<file path="src/rtl/text_pixel_pipe.sv">
// text_pixel_pipe: drives the font ROM, picks the pixel bit for the current
// column, maps the colour index to 12-bit RGB, blanks outside the visible area
// and re-aligns hsync/vsync with the registered RGB output.
// Optional feature: define TEXT_PIXEL_PIPE_BLINK_EN to blink colour index 15
// using a frame counter clocked by falling edges of vsync_in.

module text_pixel_pipe #(
    parameter int          PIX_DLY   = 1,
    parameter logic [11:0] BG_RGB    = 12'h000,
    parameter int          BLINK_BIT = 5
) (
    input  logic        clk,
    input  logic        reset,
    input  logic [9:0]  pixelx,
    input  logic        video_on,
    input  logic        hsync_in,
    input  logic        vsync_in,
    input  logic [10:0] rom_addr,
    input  logic [1:0]  font_size,
    input  logic [3:0]  color_addr,
    input  logic        dp,
    output logic [10:0] font_addr,
    input  logic [7:0]  font_data,
    output logic [11:0] rgb,
    output logic        hsync_out,
    output logic        vsync_out
);

    // Alignment delay line: bring pixel-timed signals up to the upstream outputs (T0)
    logic [3:0]         px_dly [PIX_DLY];
    logic [PIX_DLY-1:0] von_dly;
    logic [PIX_DLY-1:0] hs_dly;
    logic [PIX_DLY-1:0] vs_dly;

    logic [3:0] px_t0;
    logic       von_t0;
    logic       hs_t0;
    logic       vs_t0;

    // Shift pixel-timed signals; syncs clear to the inactive (high) level
    always_ff @(posedge clk or posedge reset) begin
        if (reset) begin
            for (int i = 0; i < PIX_DLY; i++) begin
                px_dly[i] <= 4'd0;
            end
            von_dly <= '0;
            hs_dly  <= '1;
            vs_dly  <= '1;
        end else begin
            px_dly[0]  <= pixelx[3:0];
            von_dly[0] <= video_on;
            hs_dly[0]  <= hsync_in;
            vs_dly[0]  <= vsync_in;
            for (int i = 1; i < PIX_DLY; i++) begin
                px_dly[i]  <= px_dly[i-1];
                von_dly[i] <= von_dly[i-1];
                hs_dly[i]  <= hs_dly[i-1];
                vs_dly[i]  <= vs_dly[i-1];
            end
        end
    end

    assign px_t0  = px_dly[PIX_DLY-1];
    assign von_t0 = von_dly[PIX_DLY-1];
    assign hs_t0  = hs_dly[PIX_DLY-1];
    assign vs_t0  = vs_dly[PIX_DLY-1];

    // The ROM is synchronous, so the row for this address arrives next cycle
    assign font_addr = rom_addr;

    // Stage 1: column select and capture of per-pixel attributes
    logic [2:0] col_d;
    logic [2:0] col_q;
    logic [3:0] color_q;
    logic       dp_q;
    logic       von_q;
    logic       hs_q;
    logic       vs_q;

    // Column within the glyph row; 2x width uses every pixel twice
    always_comb begin
        col_d = px_t0[2:0];
        if (font_size == 2'd2) begin
            col_d = px_t0[3:1];
        end
    end

    // Register stage-1 attributes alongside the ROM read
    always_ff @(posedge clk or posedge reset) begin
        if (reset) begin
            col_q   <= 3'd0;
            color_q <= 4'd0;
            dp_q    <= 1'b0;
            von_q   <= 1'b0;
            hs_q    <= 1'b1;
            vs_q    <= 1'b1;
        end else begin
            col_q   <= col_d;
            color_q <= color_addr;
            dp_q    <= dp;
            von_q   <= von_t0;
            hs_q    <= hs_t0;
            vs_q    <= vs_t0;
        end
    end

    // Stage 2: bit select, palette lookup and output priority
    logic        font_bit;
    logic [11:0] fg;
    logic        blink_off;
    logic [11:0] rgb_d;
    logic        unused_px;

    assign font_bit  = font_data[3'd7 - col_q];
    assign unused_px = ^pixelx[9:4];

`ifdef TEXT_PIXEL_PIPE_BLINK_EN
    logic [7:0] frame_cnt_q;
    logic       vs_prev_q;

    // Count frames on each falling edge of the raw vsync input
    always_ff @(posedge clk or posedge reset) begin
        if (reset) begin
            frame_cnt_q <= 8'd0;
            vs_prev_q   <= 1'b1;
        end else begin
            vs_prev_q <= vsync_in;
            if (vs_prev_q && !vsync_in) begin
                frame_cnt_q <= frame_cnt_q + 8'd1;
            end
        end
    end

    assign blink_off = (color_q == 4'd15) && frame_cnt_q[BLINK_BIT];
`else
    logic unused_blink_bit;

    assign blink_off        = 1'b0;
    assign unused_blink_bit = (BLINK_BIT != 0);
`endif

    // Fixed 16-entry palette
    always_comb begin
        fg = 12'h888;
        case (color_q)
            4'd0:    fg = 12'h000;
            4'd1:    fg = 12'hFFF;
            4'd2:    fg = 12'h0F0;
            4'd3:    fg = 12'hFF0;
            4'd4:    fg = 12'hF00;
            4'd5:    fg = 12'h00F;
            4'd6:    fg = 12'h0FF;
            4'd7:    fg = 12'hF0F;
            4'd15:   fg = 12'hFFF;
            default: fg = 12'h888;
        endcase
    end

    // Output priority: blanking, then no character, then glyph bit
    always_comb begin
        rgb_d = BG_RGB;
        if (!von_q) begin
            rgb_d = 12'h000;
        end else if (!dp_q) begin
            rgb_d = BG_RGB;
        end else if (font_bit) begin
            rgb_d = blink_off ? BG_RGB : fg;
        end
    end

    // Output registers; syncs share the stage so skew to rgb is zero
    always_ff @(posedge clk or posedge reset) begin
        if (reset) begin
            rgb       <= 12'h000;
            hsync_out <= 1'b1;
            vsync_out <= 1'b1;
        end else begin
            rgb       <= rgb_d;
            hsync_out <= hs_q;
            vsync_out <= vs_q;
        end
    end

endmodule

</file>
<file path="config.mk">
export PLATFORM = sky130hd
export DESIGN_NAME = text_pixel_pipe
export DESIGN_NICKNAME = d
export VERILOG_FILES = /design/src/rtl/text_pixel_pipe.sv
export SDC_FILE = /design/constraint.sdc
export NUM_CORES = 1
export LEC_CHECK = 0
export CAP_MARGIN = 40
export CORE_MARGIN = 2
export CORE_UTILIZATION = 39
export CTS_CLUSTER_SIZE = 14
export DETAILED_ROUTE_END_ITERATION = 8
export GPL_TIMING_DRIVEN = 0
export PLACE_DENSITY_LB_ADDON = 0.25
export SLEW_MARGIN = 20
export SYNTH_ARGS = -nofsm -noshare
export SYNTH_HDL_FRONTEND = slang
export SYNTH_SLANG_ARGS = --single-unit
</file>
<file path="constraint.sdc">
create_clock -name clk -period 3.7 [get_ports clk]
set_clock_uncertainty 0.05 [all_clocks]
set_input_delay 0.37 -clock clk [delete_from_list [all_inputs] [get_ports clk]]
set_output_delay 0.37 -clock clk [all_outputs]
set_load 0.05 [all_outputs]
</file>
* Word-level counts from Yosys, hierarchy flattened
Memories as Yosys holds them, arrays and structs flattened.
Index checks and enable logic that the tools add are counted.
** Cells by class
- Add/subtract/negate cells :: 1
- $lt $le $gt $ge :: 1
- Eq/ne operators :: 1
- Mux-type cells :: 6
** Operator list (count)
- 12-bit two-way mux :: 3
- 3-bit by 4-bit less-than comparator with 1-bit output, second input constant :: 1
- 1-bit binary-select mux with 3-bit select :: 1
- 3-bit two-way mux :: 1
- 3-bit subtractor, first input constant :: 1
- 2-bit equality test, second input constant :: 1
- 1-bit two-way mux :: 1
** Storage, ports and cells
- Bits in registers :: 32
- ROM bits :: 192
- Input port bits :: 41
- Output and inout bits :: 25
- Logic and storage cells :: 23
- Memories :: 1
** Memory list
- (name not given) :: depth 16, bits a word 12, read ports 1, clocked after memory_dff 0, wr ports 0, RTL line 145 : case (color_q)

* Depth between registers and ports, before layout
- Depth in word-level cells :: 6
- Depth in mapped cells :: 4
- Mapped depth without buffers :: 4

* Worst setup path after synthesis
OpenSTA, ideal clock, no wires.
- Path type :: flip-flop to flip-flop
- From :: reg color_q[0]
- To :: reg rgb[10]
- Setup time :: 0.142 ns
- Arrival time :: 1.146 ns
- Data required time :: 3.508 ns
- Slack :: 2.362 ns
- Stages on the path, launching flop included :: 5
- Buffers on the path :: 0
- Period minus slack after synthesis :: 1.338 ns
- Cell sequence :: dfrtp_1 -> ha_1 -> nor2b_1 -> o311ai_0 -> nor4_1
** On the way
- Word-level cells in the longest chain between the ends :: 4
** Ends and longest elaborated chain
- start, declared :: RTL line 74 : logic [3:0] color_q;
- start signal, assigned :: RTL line 99 : color_q <= color_addr;
- memory 16 x 12 bit
- 12-bit two-way mux :: RTL line 166 : end else if (font_bit) begin
- 12-bit two-way mux :: RTL line 164 : end else if (!dp_q) begin
- 12-bit two-way mux :: RTL line 162 : if (!von_q) begin
- net rgb_d[10] :: RTL line 111 : logic [11:0] rgb_d;
- end signal, assigned :: RTL line 178 : rgb <= rgb_d;
- end, declared :: RTL line 24 : output logic [11:0] rgb,
The timed path passes the listed nets, and every way through them passes these cells.

* Worst setup path after layout
- From :: reg hsync_out
- To :: out hsync_out
** RTL lines
- start, declared :: RTL line 25 : output logic hsync_out,
- start signal, assigned :: RTL line 179 : hsync_out <= hs_q;
No word-level cell between the ends.

==> results.md <==
* Run status: complete, no violations
* CP required at 3280 ps
* Total setup buffers inserted after CTS at 0
* Drt wl/cell at 10.6 µm
* Nets at 171
* Crit Path Max Fanout at 1
* Initial DRC count at 3
* Crit share post-route at 55.7%
* Fmax at 485 MHz
* Die width at 56.0 µm
* Synthesis-stage register bit count at 26
* Diode count at 0
* Io pins at 66
* Post-Syn Instances at 75
* CP bufs+invs at 1
* R2R cell count at 4
* First-pass DRT Iterations at 2
* Comb pwr share at 22.7%
* Finish-stage setup viols at 0
* Commonest non-fill, non-tap cell in the layout: clkdlybuf4s50_1
* Seq pwr share at 48.6%
* Via density at 4.66
* Placeable Area at 2520 µm²
* Pwr per Cell Area at 391 nW/µm²
* Vias in the first global route at 699
* Area delta synth->final at 55.4%
* FF-to-FF Start: color_q[0]$_DFF_PP0_
* Initial antenna violation count at 0
* RR Endpoint: rgb[10]$_DFF_PP0_
* Die ar. at 3140 µm²
* Initial core utilization at 41.9%
* Non-filler cells, final at 158
* Post-layout instance area at 1640 µm²
* Critical path class: reg -> out
* Switching Share at 25.1%
* Worst Path Arrival at 1640 ps
* Worst-case clock buffer depth at 2
* Post-synth top area share at 47.4%
* GPL Wtd Cong at 0.766
* IO buf count at 48
* Cell chain of the critical path: clkdlybuf4s50_1
* CTS tree: built
* FF/Latch Area at 658 µm²
* DR DRC count at 0
* Filler cells at 195
* Post-synthesis cell type count at 18
* Worst Tran Pin Value at 507 ps
* Clock power frac at 28.7%
* R2r setup slk at 2210 ps
* Largest net degree at the start of global routing at 19
* Final Slew Violations at 0
* Slew headroom at 66.1%
* First-pass GRT wire length at 2780 µm
* Net count after synthesis at 117
* Max incr delay on CP at 790 ps
* Post-layout min period at 2060 ps
* Multi-input gate area at 267 µm²
* CP delay by family, top: buffers and inverters
* Die height at 56.0 µm
* Commonest cells after routing, fill and taps aside: 48 x clkdlybuf4s50_1, 20 x dfrtp_1, 17 x buf_4
* YS warnings at 0
* Placed cell count at 154
* RSZ-0062 raised after global routing: false
* Clock-pin transition on the worst setup and hold timing paths at 130 ps
* Max_cap viols at 0
* Cell area after synthesis at 1060 µm²
* Sink Count at 26
* Leakage at 0.692 nW
* CP max stage cell: clkdlybuf4s50_1
* Routed via count at 737
* Synth top area cells: dfrtp_1 47%, dfstp_2 15%, buf_4 12%, mux2_2 7.5%, nor4_1 3.6%
* H-tree levels at 1
* Clock root buffer: clkbuf_4
* Worst vdd ir at 388 µV
* Cell Area, Placed at 1590 µm²
* Dpl hpwl at 1410 µm
* Min-Delay Path Class: in -> async
* # rows at 18
* CP Depth at 1
* Switching Power at 0.161 mW
* TNS Setup at 0 ps
* Register area share after synthesis at 62.3%
* Critical path capture point type: primary output
* Worst-Skew Late Latency at 310 ps
* Post-cts sizing count at 0
* Syn Area/Cell at 14.1 µm²
* Overall Global Routing Usage at 11.1%
* CTS buffer count at 3
* Remaining Overflow, GRT at 0
* Share of layout cells above drive strength 1 at 29.7%
* Final total power at 0.642 mW
* Area leader, netlist: dfrtp_1
* Internal power at 0.481 mW
* CTS Hold Bufs at 0
* Final Hold Fails at 0
* Routed WL at 1670 µm
* Startpoint Class: flip-flop
* Final ANT Viol Nets at 0
==> synth_stat cells <==
cell,count
buf_4,17
inv_1,1
o2bb2ai_1,1
nand2b_1,2
nor2_1,1
mux2_2,7
and2b_2,1
o22ai_2,1
dfrtp_1,20
o211ai_1,1
dfstp_2,6
nor4_1,6
o22ai_1,1
ha_1,1
nand2_1,2
o311ai_0,2
nor2b_1,4
a2111oi_4,1
==> logic make-up after synthesis <==
family	Yosys count	synth area share, %
compound gates	7	7.58
fa+ha+maj	1	1.18
buf+inv	18	12.4
flops	26	62.3
mux	7	7.46
simple gates	16	9.00
==> area by class of cell <==
class | instances | share of cell area, %
Timing Repair Buffer | 49 | 30.2
Inverter | 1 | 0.229
Buffer | 17 | 7.77
Tap cell | 30 | 2.29
Clock inverter | 1 | 1.83
Sequential cell | 26 | 40.1
Clock buffer | 3 | 1.37
Multi-Input combinational cell | 31 | 16.2
==> power by group through the flow <==
stage               Clock [mW]  Combinational [mW]  Sequential (mW)
global route             0.200               0.154            0.314
finish                   0.185               0.146            0.312
global placement             0               0.143            0.316
floorplan                    0              0.0746            0.332
CTS                      0.189               0.147            0.312
detailed placement           0               0.147            0.317
==> flip-flops by register name, indices dropped and copies added, names as in the netlist <==
signal,flops
rgb,6
color_q,4
px_dly,4
col_q,3
dp_q,1
hs_dly,1
hs_q,1
hsync_out,1
von_dly,1
von_q,1
vs_dly,1
vs_q,1
vsync_out,1
==> metrics by stage <==
stage               hold slack, ps  util, %  setup slack (ps)
floorplan                      281        -              2360
global placement               284     62.4              2000
global route                   259     65.1              1590
detailed placement             292     63.0              1990
CTS                            259     65.1              1620
finish                         257     65.1              1640
==> worst max path at each step <==
stage / startpoint / endpoint / slack (ps)
finish: hsync_out$_DFF_PP1_ / hsync_out / 1640
global route: hsync_out$_DFF_PP1_ / hsync_out / 1590
CTS: hsync_out$_DFF_PP1_ / hsync_out / 1620
detailed placement: hsync_out$_DFF_PP1_ / hsync_out / 1990
global placement: vsync_out$_DFF_PP1_ / vsync_out / 2000
floorplan: color_q[0]$_DFF_PP0_ / rgb[10]$_DFF_PP0_ / 2360
==> per-layer routing <==
layer  wire [µm]  GRT usage, %  part of all wire, %  up-vias
li1            -             -                    -      353
met1         578          9.76                   35      337
met2         839          21.5                   50       45
met3         239          5.12                   14        2
met4          13          4.08                 0.78        0
met5           0             0                    0        -
(Power assumes the default switching activity.)
